<file path="src/rtl/arb4_rr_dec_if.sv">
// Request/grant bundle between the requesters and the arb4_rr_dec round-robin arbiter.
interface arb4_rr_dec_if;
    logic [3:0] req;
    logic [1:0] gnt_idx;
    logic [3:0] gnt_n;
    logic       en_n;
    logic       tout;

    modport master (output req, input gnt_idx, gnt_n, en_n, tout);
    modport slave  (input req, output gnt_idx, gnt_n, en_n, tout);
endinterface

</file>
<file path="src/rtl/arb4_rr_dec.sv">
// Four-requester round-robin arbiter driving active-low 1-of-4 selects with a one-cycle gap.
// Define ARB4_TIMEOUT_EN to build the hold counter that force-releases a grant after HOLD_MAX cycles.
module arb4_rr_dec #(
    parameter int unsigned HOLD_MAX = 16
) (
    input logic          clk,
    input logic          rst,
    arb4_rr_dec_if.slave bus
);
    typedef enum logic [1:0] {
        IDLE  = 2'd0,
        GRANT = 2'd1,
        GAP   = 2'd2
    } state_t;

    if (HOLD_MAX < 2 || HOLD_MAX > 256) begin : g_bad_hold
        $error("arb4_rr_dec: HOLD_MAX must be within 2..256");
    end

    state_t     state, state_nx;
    logic [1:0] last_idx, last_nx;
    logic [1:0] idx_q, idx_nx;
    logic [3:0] gnt_q, gnt_nx;
    logic       en_q, en_nx;
    logic       tout_q, tout_nx;
    logic [1:0] winner, cand;
    logic       found;
    logic       expire;

    // Scan starts just past the last winner, so that winner ends up with lowest priority.
    always_comb begin
        winner = last_idx;
        found  = 1'b0;
        cand   = last_idx;
        for (int unsigned k = 1; k <= 4; k++) begin
            cand = last_idx + 2'(k);
            if (!found && bus.req[cand]) begin
                winner = cand;
                found  = 1'b1;
            end
        end
    end

`ifdef ARB4_TIMEOUT_EN
    localparam int unsigned CW = $clog2(HOLD_MAX);
    logic [CW-1:0] cnt_q;

    assign expire = (cnt_q == CW'(HOLD_MAX - 1));

    // Held at zero outside GRANT, so every fresh grant starts counting from zero.
    always_ff @(posedge clk) begin
        if (rst) begin
            cnt_q <= '0;
        end else if (state == GRANT) begin
            cnt_q <= cnt_q + 1'b1;
        end else begin
            cnt_q <= '0;
        end
    end
`else
    assign expire = 1'b0;
`endif

    always_comb begin
        state_nx = state;
        last_nx  = last_idx;
        idx_nx   = idx_q;
        gnt_nx   = gnt_q;
        en_nx    = en_q;
        tout_nx  = 1'b0;
        case (state)
            IDLE, GAP: begin
                if (found) begin
                    state_nx = GRANT;
                    idx_nx   = winner;
                    gnt_nx   = ~(4'b0001 << winner);
                    en_nx    = 1'b0;
                end else begin
                    state_nx = IDLE;
                end
            end
            GRANT: begin
                // A release wins over a coincident timeout, leaving tout low.
                if (!bus.req[idx_q] || expire) begin
                    state_nx = GAP;
                    gnt_nx   = '1;
                    en_nx    = 1'b1;
                    last_nx  = idx_q;
                    tout_nx  = bus.req[idx_q];
                end
            end
            default: begin
                state_nx = IDLE;
                gnt_nx   = '1;
                en_nx    = 1'b1;
            end
        endcase
    end

    always_ff @(posedge clk) begin
        if (rst) begin
            state    <= IDLE;
            last_idx <= 2'b11;
            idx_q    <= '0;
            gnt_q    <= '1;
            en_q     <= 1'b1;
            tout_q   <= 1'b0;
        end else begin
            state    <= state_nx;
            last_idx <= last_nx;
            idx_q    <= idx_nx;
            gnt_q    <= gnt_nx;
            en_q     <= en_nx;
            tout_q   <= tout_nx;
        end
    end

    assign bus.gnt_idx = idx_q;
    assign bus.gnt_n   = gnt_q;
    assign bus.en_n    = en_q;
    assign bus.tout    = tout_q;
endmodule
</file>
<file path="src/flat_wrapper.sv">
// flat-port wrapper written by rule: the top's interface ports become plain ports
module arb4_rr_dec_flat 
#(
    parameter int unsigned HOLD_MAX = 16
)
  (clk, rst, bus_req, bus_gnt_idx, bus_gnt_n, bus_en_n, bus_tout);
  arb4_rr_dec_if bus_i ();
  input logic clk;
  input logic rst;
  input wire logic [$bits(bus_i.req)-1:0] bus_req;
  output wire logic [$bits(bus_i.gnt_idx)-1:0] bus_gnt_idx;
  output wire logic [$bits(bus_i.gnt_n)-1:0] bus_gnt_n;
  output wire logic [$bits(bus_i.en_n)-1:0] bus_en_n;
  output wire logic [$bits(bus_i.tout)-1:0] bus_tout;
  assign bus_i.req = bus_req;
  assign bus_gnt_idx = bus_i.gnt_idx;
  assign bus_gnt_n = bus_i.gnt_n;
  assign bus_en_n = bus_i.en_n;
  assign bus_tout = bus_i.tout;
  arb4_rr_dec #(.HOLD_MAX(HOLD_MAX)) u_core (.clk(clk), .rst(rst), .bus(bus_i));
endmodule
</file>
<file path="config.mk">
export PLATFORM = sky130hd
export DESIGN_NAME = arb4_rr_dec_flat
export DESIGN_NICKNAME = d
export VERILOG_FILES = /design/src/rtl/arb4_rr_dec_if.sv /design/src/rtl/arb4_rr_dec.sv /design/src/flat_wrapper.sv
export SDC_FILE = /design/constraint.sdc
export NUM_CORES = 1
export LEC_CHECK = 0
export CELL_PAD_IN_SITES_DETAIL_PLACEMENT = 0
export CELL_PAD_IN_SITES_GLOBAL_PLACEMENT = 1
export CORE_MARGIN = 2
export CORE_UTILIZATION = 36
export CTS_CLUSTER_DIAMETER = 100
export DETAILED_ROUTE_END_ITERATION = 16
export MAX_ROUTING_LAYER = met4
export PLACE_DENSITY_LB_ADDON = 0.12
export SLEW_MARGIN = 20
export SYNTH_ARGS = -nofsm -noshare
export SYNTH_HDL_FRONTEND = slang
export SYNTH_SLANG_ARGS = --single-unit
</file>
<file path="constraint.sdc">
create_clock -name clk -period 4.3 [get_ports clk]
set_input_delay 0.43 -clock clk [delete_from_list [all_inputs] [get_ports clk]]
set_output_delay 0.43 -clock clk [all_outputs]
set_load 0.01 [all_outputs]
</file>
Word level (Yosys, flattened, before mapping)
Cells that the tools add are included.
{"block": "word_totals", "regBits": 11, "latch_bits": 0, "ramBits": 0, "romBits": 0, "output_inout_bits": 8, "elab_cells": 58, "mem_count": 0}
{"block": "op_classes", "add_sub_neg": 3, "multipliers": 0, "n_div": 0, "n_lt_le_gt_ge": 5, "n_eq_ne": 4, "shift": 1, "n_mux": 27, "bitwise_logic": 2, "reduce_logical": 11}
{"op": "2-bit by 3-bit less-than comparator with 1-bit output, second input constant", "n": 5}
{"op": "1-bit two-way mux", "n": 12}
{"op": "1-bit binary-select mux with 2-bit select", "n": 5}
{"op": "2-bit two-way mux", "n": 5}
{"op": "4-bit two-way mux", "n": 2}
{"op": "4-bit case mux with 2 select lines", "n": 1}
{"op": "2-bit AND reduction", "n": 3}
{"op": "2-bit adder, second input constant", "n": 2}
{"op": "4-bit inverter", "n": 1}
{"op": "2-bit case mux with 2 select lines", "n": 1}
{"op": "1-bit by 2-bit left shift with 4-bit output, first input constant", "n": 1}
{"op": "1-bit logical AND", "n": 3}
{"op": "1-bit logical NOT", "n": 3}
{"op": "2-bit by 1-bit adder with 2-bit output, second input constant", "n": 1}
{"op": "2-bit by 1-bit == test with 1-bit output, second input constant", "n": 1}
{"op": "2-bit == test, second input constant", "n": 1}
{"op": "2-bit logical NOT", "n": 1}
{"op": "2-bit by 1-bit != test with 1-bit output, second input constant", "n": 1}
{"op": "2-bit != test, second input constant", "n": 1}
{"op": "1-bit case mux with 2 select lines", "n": 1}
{"op": "2-bit OR reduction", "n": 1}
{"op": "1-bit inverter", "n": 1}

Longest topological paths before layout
Gate-level depths: netlist (run 1).
{"block": "logic_depth", "depth_word": 17, "mapped_depth": 4}

Least setup slack after synthesis (run 1)
OpenSTA, ideal clock, no wires.
{"block": "synth_timing", "kind": "register -> register", "from": "register u_core.idx_q[0] (netlist: u_core.bus.gnt_idx[0])", "to": "register u_core.last_idx[0]", "setup_ns": 0.120, "arrival_ns": 1.501, "required_time_ns": 4.180, "slack_ns": 2.679, "stages_incl_launch_ff": 5, "period_less_slack_ns": 1.621, "cell_sequence": "dfxtp_1 -> mux4_2 -> nor3_4 -> nor2b_1 -> a211o_1"}
{"block": "synth_between", "elab_chain_cells": 4}
{"item": "start, declared", "line_no": "arb4_rr_dec.sv:22", "text": "logic [1:0] idx_q, idx_nx;"}
{"item": "start signal, assigned", "line_no": "arb4_rr_dec.sv:111", "text": "idx_q <= idx_nx;"}
{"item": "1-bit binary-select mux with 2-bit select", "line_no": "arb4_rr_dec.sv:84", "text": "if (!bus.req[idx_q] || expire) begin"}
{"item": "1-bit two-way mux (not written as such)", "line_no": "arb4_rr_dec.sv:84"}
{"item": "1-bit inverter (no line)"}
{"item": "2-bit AND reduction (no line)"}
{"item": "end signal, assigned", "line_no": "arb4_rr_dec.sv:110", "text": "last_idx <= last_nx;"}
{"item": "end, declared", "line_no": "arb4_rr_dec.sv:21", "text": "logic [1:0] last_idx, last_nx;"}
Parallel ways exist; a longest one is shown, timed or not. The select of a mux whose other input is x is not followed.
A chain may end at the register's enable or synchronous reset.

Worst setup path in the final report (run 1)
{"block": "layout_timing", "from": "input port bus_req[2]", "to": "register u_core.idx_q[1] (netlist: u_core.bus.gnt_idx[1])"}
{"block": "layout_between", "elab_chain_cells": 13, "word_cells_on_any_way": 23, "classes_between": "mux: 16; reduce/logical: 7"}
{"item": "start, declared", "line_no": "flat_wrapper.sv:10", "text": "input wire logic [$bits(bus_i.req)-1:0] bus_req;"}
{"item": "1-bit binary-select mux with 2-bit select", "line_no": "arb4_rr_dec.sv:37", "text": "if (!found && bus.req[cand]) begin"}
{"item": "1-bit two-way mux (not written as such)", "line_no": "arb4_rr_dec.sv:37"}
{"item": "1-bit two-way mux", "line_no": "arb4_rr_dec.sv:37"}
{"item": "1-bit logical NOT", "line_no": "arb4_rr_dec.sv:37"}
{"item": "1-bit logical AND", "line_no": "arb4_rr_dec.sv:37"}
{"item": "1-bit two-way mux", "line_no": "arb4_rr_dec.sv:37"}
{"item": "1-bit logical NOT", "line_no": "arb4_rr_dec.sv:37"}
{"item": "1-bit logical AND", "line_no": "arb4_rr_dec.sv:37"}
{"item": "1-bit two-way mux", "line_no": "arb4_rr_dec.sv:37"}
{"item": "1-bit logical NOT", "line_no": "arb4_rr_dec.sv:37"}
{"item": "1-bit logical AND", "line_no": "arb4_rr_dec.sv:37"}
{"item": "1-bit two-way mux", "line_no": "arb4_rr_dec.sv:37"}
{"item": "2-bit AND reduction (no line)"}
Parallel ways exist; a longest one is shown, timed or not. The select of a mux whose other input is x is not followed.

==> out/results.md, run 1 <==
| Item | This run | Unit |
| --- | --- | --- |
| Fin. Hold Viols | 0 | - |
| Total die area | 1900 | um^2 |
| Proportion of synthesized flip-flops having asynchronous set or reset | 0 | % |
| Clock root cell | sky130_fd_sc_hd__clkbuf_4 | - |
| Category of the critical setup timing path | input pin to flop | - |
| Setup repair after global routing missed its margin | false | - |
| Later-pin clock latency in the skew report | 0.26 | ns |
| DRT iter0 DRCs | 4 | - |
| Total detailed-routing wirelength | 1.19 | mm |
| Detailed Routing Iterations Pass 1 | 2 | - |
| Most instantiated flip-flop cell in the synthesis netlist | sky130_fd_sc_hd__dfxtp_1 | - |
| Number of violations of the max-capacitance limit | 0 | - |
| Half-perimeter wire length after placement | 915 | um |
| Final min period | 1.88 | ns |
| Crit Reg-Reg Endpoint | u_core.bus.gnt_n[3] | - |
| Register clock-pin slew on the reported worst setup and hold paths | 0.07 | ns |
| Fillers | 141 | - |
| Count of nets after finishing | 83 | - |
| Number of nets in the synthesized netlist | 68 | - |
| Wire length of the first global-routing pass | 2.03 | mm |
| Worst vdd ir | 0.156 | mV |
| Pin count of the biggest net entering global routing | 13 | - |
| Global-route usage over all layers | 14.8 | % |
| Area added between synthesis and finish | 27.2 | % |
| IO Pins | 14 | - |
| Combined area of all synthesized cells | 566 | um^2 |
| Count of clock tree sinks | 11 | - |
| FF-to-FF path depth | 4 | - |
| Design Power | 0.000264 | W |
| Number of H-tree levels | 1 | - |
| Power per unit of standard cell area | 367 | nW/um^2 |
| Vias per inst | 5.54 | - |
| Post-synth EDFFs | 0 | - |
| Count of input and output buffers | 12 | - |
| Endpoint required time on the critical path | 4.44 | ns |
| Fraction of layout cells with a size suffix above 1 | 9.21 | % |
| Leading cell types by total area after synthesis | sky130_fd_sc_hd__dfxtp_1 (39%), sky130_fd_sc_hd__a41oi_1 (6.2%), sky130_fd_sc_hd__nor3_1 (4.4%), sky130_fd_sc_hd__mux4_2 (4.0%), sky130_fd_sc_hd__nor2_1 (4.0%) | - |
| Total of flip-flops plus latches after synthesis | 11 | - |
| Leading cell types by count after synthesis | sky130_fd_sc_hd__dfxtp_1 (11), sky130_fd_sc_hd__nor2_1 (6), sky130_fd_sc_hd__nor3_1 (5) | - |
| Unique cell type count in the Yosys netlist | 27 | - |
| Critical path capture point type | flop | - |
| Clock tree from TritonCTS | built | - |
| Placeable Area | 1490 | um^2 |
| Worst Path Buf+Inv | 1 | - |
| Outcome | completed | - |
| Weighted congestion at the end of routability-driven global placement | 0.819 | - |
| Fmax achieved | 532 | MHz |
| N_diodes | 0 | - |
| Worst clock skew on the final layout | 0.00148 | ns |
| Transition time at the pin with the least slew margin | 0.696 | ns |
| Mean area per synthesized cell | 9.12 | um^2 |
| Library cell contributing the largest single delay on the critical path | sky130_fd_sc_hd__nor4_1 | - |
| Number of pins with negative max-slew slack in the final report | 0 | - |
| Antenna violations before repair | 0 | - |
| Vias | 510 | - |
| Post-synthesis sequential area ratio | 38.9 | % |
| Worst Path Arrival | 2.02 | ns |
| Internal reg-to-reg setup slack | 2.62 | ns |
| Stage delay of the slowest cell on the critical path | 0.66 | ns |
| Number of buffers inserted by hold repair at cts | 0 | - |
| Vias in the first global route | 492 | - |
| Final setup TNS | 0 | ns |
| Area share of the leading cell type in the synthesized netlist | 38.9 | % |
| Area leader, netlist | sky130_fd_sc_hd__dfxtp_1 | - |
| Reg2reg start | u_core.bus.gnt_idx[0] | - |
| DR DRC count | 0 | - |
| Resize count post-CTS | 0 | - |
| Largest fanout on the critical path | 5 | - |
| Most common cell in the netlist | sky130_fd_sc_hd__dfxtp_1 | - |
| Largest buffer count on any clock path | 2 | - |
| Initial Utilization | 38.0 | % |
| Syn. warnings | 0 | - |
| Top cell family by delay on the critical path | simple AND/OR/NAND/NOR gates | - |
| Post-DRT Antenna Nets | 0 | - |
| Setup Fix Bufs, Post-CTS | 0 | - |
| Count of final setup violators | 0 | - |
| Worst slew margin | 53.2 | % |
| Number of buffers created by CTS | 3 | - |
| Hold WC Path Type | flop to flop | - |
| Post-route worst hold slack | 0.502 | ns |
| Per-cell routed wire length | 13.0 | um |
| Chain of cells forming the critical path | clkdlybuf4s50_1 -> nor4_1 -> nor2_1 -> o211ai_1 -> a21oi_1 | - |
| Number of cells produced by synthesis | 62 | - |
| Post-route fraction of the period consumed by the critical path | 43.7 | % |
| Overflow left after global routing | 0 | - |
| Leakage power | 0.277 | nW |
| Min-Delay Endpoint | u_core.bus.en_n | - |
| Cell count of the worst hold path | 2 | - |
| Height of the die | 43.6 | um |
| Width of the die | 43.6 | um |
| Startpoint of the lowest-slack hold path | u_core.bus.en_n | - |
| Placement row count | 14 | - |
| Kind of start point of the critical path | input pin | - |
-- metrics by stage --
step | setup WS, ns | cells | area (um^2) | util [%]
final | 2.42 | 92 | 719 | 48.3
after global routing | 2.18 | 92 | 719 | 48.3
after global placement | 2.15 | 88 | 693 | 46.6
after floorplan | 2.68 | 62 | 566 | -
after CTS | 2.43 | 92 | 719 | 48.3
after detailed placement | 2.15 | 88 | 693 | 46.6
-- per-layer routing --
| layer | wire (um) | up-vias | track usage [%] |
|---|---|---|---|
| met5 | 0 | - | - |
| met4 | 17 | 0 | 7.27 |
| met3 | 25 | 4 | 2.50 |
| met2 | 542 | 8 | 23.5 |
| met1 | 608 | 239 | 18.1 |
| li1 | - | 259 | - |
-- state kept, by name (all words and copies together), names as in the netlist --
register            count
u_core.bus.gnt_n        4
u_core.last_idx         2
u_core.bus.gnt_idx      2
u_core.state            2
u_core.bus.en_n         1
-- tightest hold or removal path: cells and delay by family, from the launching register on --
kind            cells  cell delay (ns)
compound gates      2             0.14
flops               1             0.33
-- final cells by class --
class | count | area [um^2] | share of cell area, %
Clock buffer | 4 | 26.3 | 3.65
Timing Repair Buffer | 12 | 120 | 16.7
Inverter | 4 | 15.0 | 2.09
Sequential cell | 11 | 220 | 30.6
Tap cell | 16 | 20.0 | 2.78
Multi-Input combinational cell | 45 | 318 | 44.2
-- layout by cell type, fill, tap and decap left out, drive strengths merged, types with 2 or more instances in the layout --
cell and instances:
clkdlybuf4s50 12, dfxtp 11, nor2 6, nor3 6
inv 4, o21ai 4, a21oi 4, a41oi 4
clkbuf 4, nor2b 3, nor4 2, a211o 2
-- worst max path at each step --
stage,from,endpoint,slack [ns],cells after the start
floorplan,u_core.bus.gnt_idx[0],u_core.last_idx[0],2.68,4
global placement,bus_req[3],u_core.bus.gnt_n[0],2.15,5
detailed placement,bus_req[2],u_core.bus.gnt_idx[1],2.15,5
CTS,bus_req[2],u_core.bus.gnt_idx[0],2.43,4
global route,bus_req[2],u_core.bus.gnt_idx[1],2.18,5
finish,bus_req[2],u_core.bus.gnt_idx[1],2.42,5
-- cell families (layout without fill, tap and decap cells) --
kind of cell / count (synthesis) / after routing / synth area share [%]
compound gates: 22 / 22 / 30.1
simple gates: 21 / 21 / 21.5
flops: 11 / 11 / 38.9
buf+inv: 6 / 20 / 4.87
other cells: 1 / 1 / 0.663
mux: 1 / 1 / 3.98
-- power by group --
part           switching [W]  internal (W)  total [W]
Combinational      0.0000351     0.0000360  0.0000711
Clock              0.0000349     0.0000358  0.0000708
Sequential         0.0000103      0.000112   0.000122
Total              0.0000804      0.000184   0.000264
Note: power is estimated with default switching activity, not from simulation.
==> run 2, diff against run 1 <==
- CORE_UTILIZATION: 36 -> 34
- clock period: 4.3 -> 1.8 ns (I/O delays scaled with it)
==> out/results.md, run 2 (same netlist as run 1, synthesis figures left out) <==
| Item | This run | Unit | vs previous |
| --- | --- | --- | --- |
| Vias per inst | 5.36 | - | was 5.54 |
| Clock root cell | sky130_fd_sc_hd__clkbuf_4 | - | unchanged |
| Later-pin clock latency in the skew report | 0.27 | ns | was 0.26 ns |
| Library cell contributing the largest single delay on the critical path | sky130_fd_sc_hd__mux4_2 | - | was sky130_fd_sc_hd__nor4_1 |
| Fin. Hold Viols | 0 | - | unchanged |
| DR DRC count | 0 | - | unchanged |
| Placeable Area | 1540 | um^2 | was 1490 um^2 |
| Largest buffer count on any clock path | 2 | - | unchanged |
| Register clock-pin slew on the reported worst setup and hold paths | 0.07 | ns | about the same |
| Most used cells in the layout excluding fill and tap cells | sky130_fd_sc_hd__clkdlybuf4s50_1 (12), sky130_fd_sc_hd__buf_4 (11), sky130_fd_sc_hd__dfxtp_1 (11) | - | was sky130_fd_sc_hd__clkdlybuf4s50_1 (12), sky130_fd_sc_hd__dfxtp_1 (11), sky130_fd_sc_hd__nor2_1 (6) |
| Hold WC Path Type | flop to flop | - | unchanged |
| Final setup TNS | 0 | ns | unchanged |
| Worst vdd ir | 0.384 | mV | was 0.156 mV |
| Internal reg-to-reg setup slack | 0.22 | ns | was 2.62 ns |
| Design Power | 0.000663 | W | was 0.000264 W |
| Final core occ | 52.0 | % | was 48.3% |
| Post-route fraction of the period consumed by the critical path | 87.6 | % |  |
| Count of clock tree sinks | 11 | - | unchanged |
| Weighted congestion at the end of routability-driven global placement | 0.796 | - | was 0.819 |
| Global-route usage over all layers | 15.7 | % | was 14.8% |
| FF-to-FF path depth | 4 | - | unchanged |
| Reg2reg start | u_core.bus.gnt_idx[0] | - | unchanged |
| Outcome | completed | - | unchanged |
| Initial Utilization | 36.7 | % | was 38.0% |
| Post-DRT Antenna Nets | 0 | - | unchanged |
| Count of final setup violators | 0 | - | unchanged |
| Worst clock skew on the final layout | 0.00259 | ns | was 0.00148 ns |
| Fmax achieved | 634 | MHz |  |
| Category of the critical setup timing path | flop to flop | - | was input pin to flop |
| Total die area | 2010 | um^2 | was 1900 um^2 |
| Kind of start point of the critical path | flop | - | was input pin |
| IO Pins | 14 | - | unchanged |
| Largest fanout on the critical path | 8 | - | was 5 |
| Per-cell routed wire length | 12.5 | um | was 13.0 um |
| Number of H-tree levels | 1 | - | unchanged |
| Area added between synthesis and finish | 41.8 | % | was 27.2% |
| Stage delay of the slowest cell on the critical path | 0.59 | ns | was 0.66 ns |
| Setup Fix Bufs, Post-CTS | 0 | - | unchanged |
| Chain of cells forming the critical path | mux4_2 -> a22oi_4 -> nor3_1 -> a41oi_1 | - | was clkdlybuf4s50_1 -> nor4_1 -> nor2_1 -> o211ai_1 -> a21oi_1 |
| Height of the die | 44.8 | um | was 43.6 um |
| Crit Reg-Reg Endpoint | u_core.bus.gnt_n[2] | - | was u_core.bus.gnt_n[3] |
| Post-route worst hold slack | 0.503 | ns | was 0.502 ns |
| Pin count of the biggest net entering global routing | 9 | - | was 13 |
| Clock tree from TritonCTS | built | - | unchanged |
| Wire length of the first global-routing pass | 2.15 | mm | was 2.03 mm |
| Detailed Routing Iterations Pass 1 | 4 | - | was 2 |
| Count of input and output buffers | 12 | - | unchanged |
| Leakage power | 0.332 | nW | was 0.277 nW |
| Startpoint of the lowest-slack hold path | u_core.bus.en_n | - | unchanged |
| Number of violations of the max-capacitance limit | 0 | - | unchanged |
| Antenna violations before repair | 0 | - | unchanged |
| DRT iter0 DRCs | 6 | - | was 4 |
| Number of buffers inserted by hold repair at cts | 0 | - | unchanged |
| Number of buffers created by CTS | 3 | - | unchanged |
| Final min period | 1.58 | ns |  |
| Half-perimeter wire length after placement | 999 | um | was 915 um |
| Worst Path Arrival | 1.77 | ns | was 2.02 ns |
| Total detailed-routing wirelength | 1.28 | mm | was 1.19 mm |
| Placement row count | 14 | - | unchanged |
| Final Cell Area | 802 | um^2 | was 719 um^2 |
| Overflow left after global routing | 0 | - | unchanged |
| Fraction of layout cells with a size suffix above 1 | 20.7 | % | was 9.21% |
| Width of the die | 44.8 | um | was 43.6 um |
| Resize count post-CTS | 0 | - | unchanged |
| Cell count of the worst hold path | 2 | - | unchanged |
| Placed cell area | 776 | um^2 | was 693 um^2 |
| Endpoint required time on the critical path | 1.99 | ns | was 4.44 ns |
| Power per unit of standard cell area | 827 | nW/um^2 | was 367 nW/um^2 |
| Vias in the first global route | 506 | - | was 492 |
| Number of flip-flops under the largest register name | 4 | - | unchanged |
| Setup repair after global routing missed its margin | false | - | unchanged |
| N_diodes | 0 | - | unchanged |
| Min-Delay Endpoint | u_core.bus.en_n | - | unchanged |
| Commonest non-fill, non-tap cell in the layout | sky130_fd_sc_hd__clkdlybuf4s50_1 | - | unchanged |
| Number of pins with negative max-slew slack in the final report | 0 | - | unchanged |
| Vias | 552 | - | was 510 |
| Count of nets after finishing | 94 | - | was 83 |
| Critical path capture point type | flop | - | unchanged |
==> run 2: cell types whose count changed in the layout (fill, tap and decap cells not counted), sizes merged <==
cell | previous run | this run
buf | 0 | 11
==> run 2: report_power, final <==
group          switching [W]  internal [W]
logic              0.0000904      0.000110
clock network      0.0000858     0.0000859
registers          0.0000235      0.000268
==> run 2: critical path: cells and delay by family (launching register included) <==
kind / cells / cell delay [ns]
muxes: 1 / 0.59
AOI/OAI and AO/OA: 2 / 0.46
DFF: 1 / 0.37
and+or+nand+nor: 1 / 0.08
==> run 2: how the worst max path moves through the flow <==
stage | to | cells after the start | slack (ns) | from
6_report | u_core.bus.gnt_n[2] | 4 | 0.22 | u_core.bus.gnt_idx[0]
5_1_grt | u_core.bus.gnt_n[2] | 4 | 0.08 | u_core.bus.gnt_idx[0]
4_1_cts | u_core.bus.gnt_n[1] | 4 | 0.20 | u_core.bus.gnt_idx[0]
3_5_place_dp | u_core.bus.gnt_n[3] | 5 | 0.01 | bus_req[3]
3_3_place_gp | u_core.bus.gnt_n[0] | 5 | 0.03 | bus_req[1]
2_1_floorplan | u_core.last_idx[0] | 4 | 0.18 | u_core.bus.gnt_idx[0]
==> run 2: cell type report <==
class                           instances  area [um^2]
Multi-Input combinational cell         45          318
Sequential cell                        11          220
Timing Repair Buffer                   23          203
Fill cell                             156          739
Clock buffer                            4         26.3
Inverter                                4         15.0
Tap cell                               16         20.0
==> run 2: per-stage QoR <==
step                      std cells  setup slack (ns)
after floorplan                  62             0.179
after global placement           99            0.0289
after detailed placement         99            0.0119
after CTS                       103             0.200
after global routing            103            0.0842
final                           103             0.223
==> run 2: per-layer routing <==
metal / global-route usage, % / vias up / wire [um]
li1: - / 286 / -
met1: 20.7 / 253 / 660
met2: 21.2 / 8 / 551
met3: 4.80 / 5 / 40
met4: 8.82 / 0 / 31
met5: - / - / 0
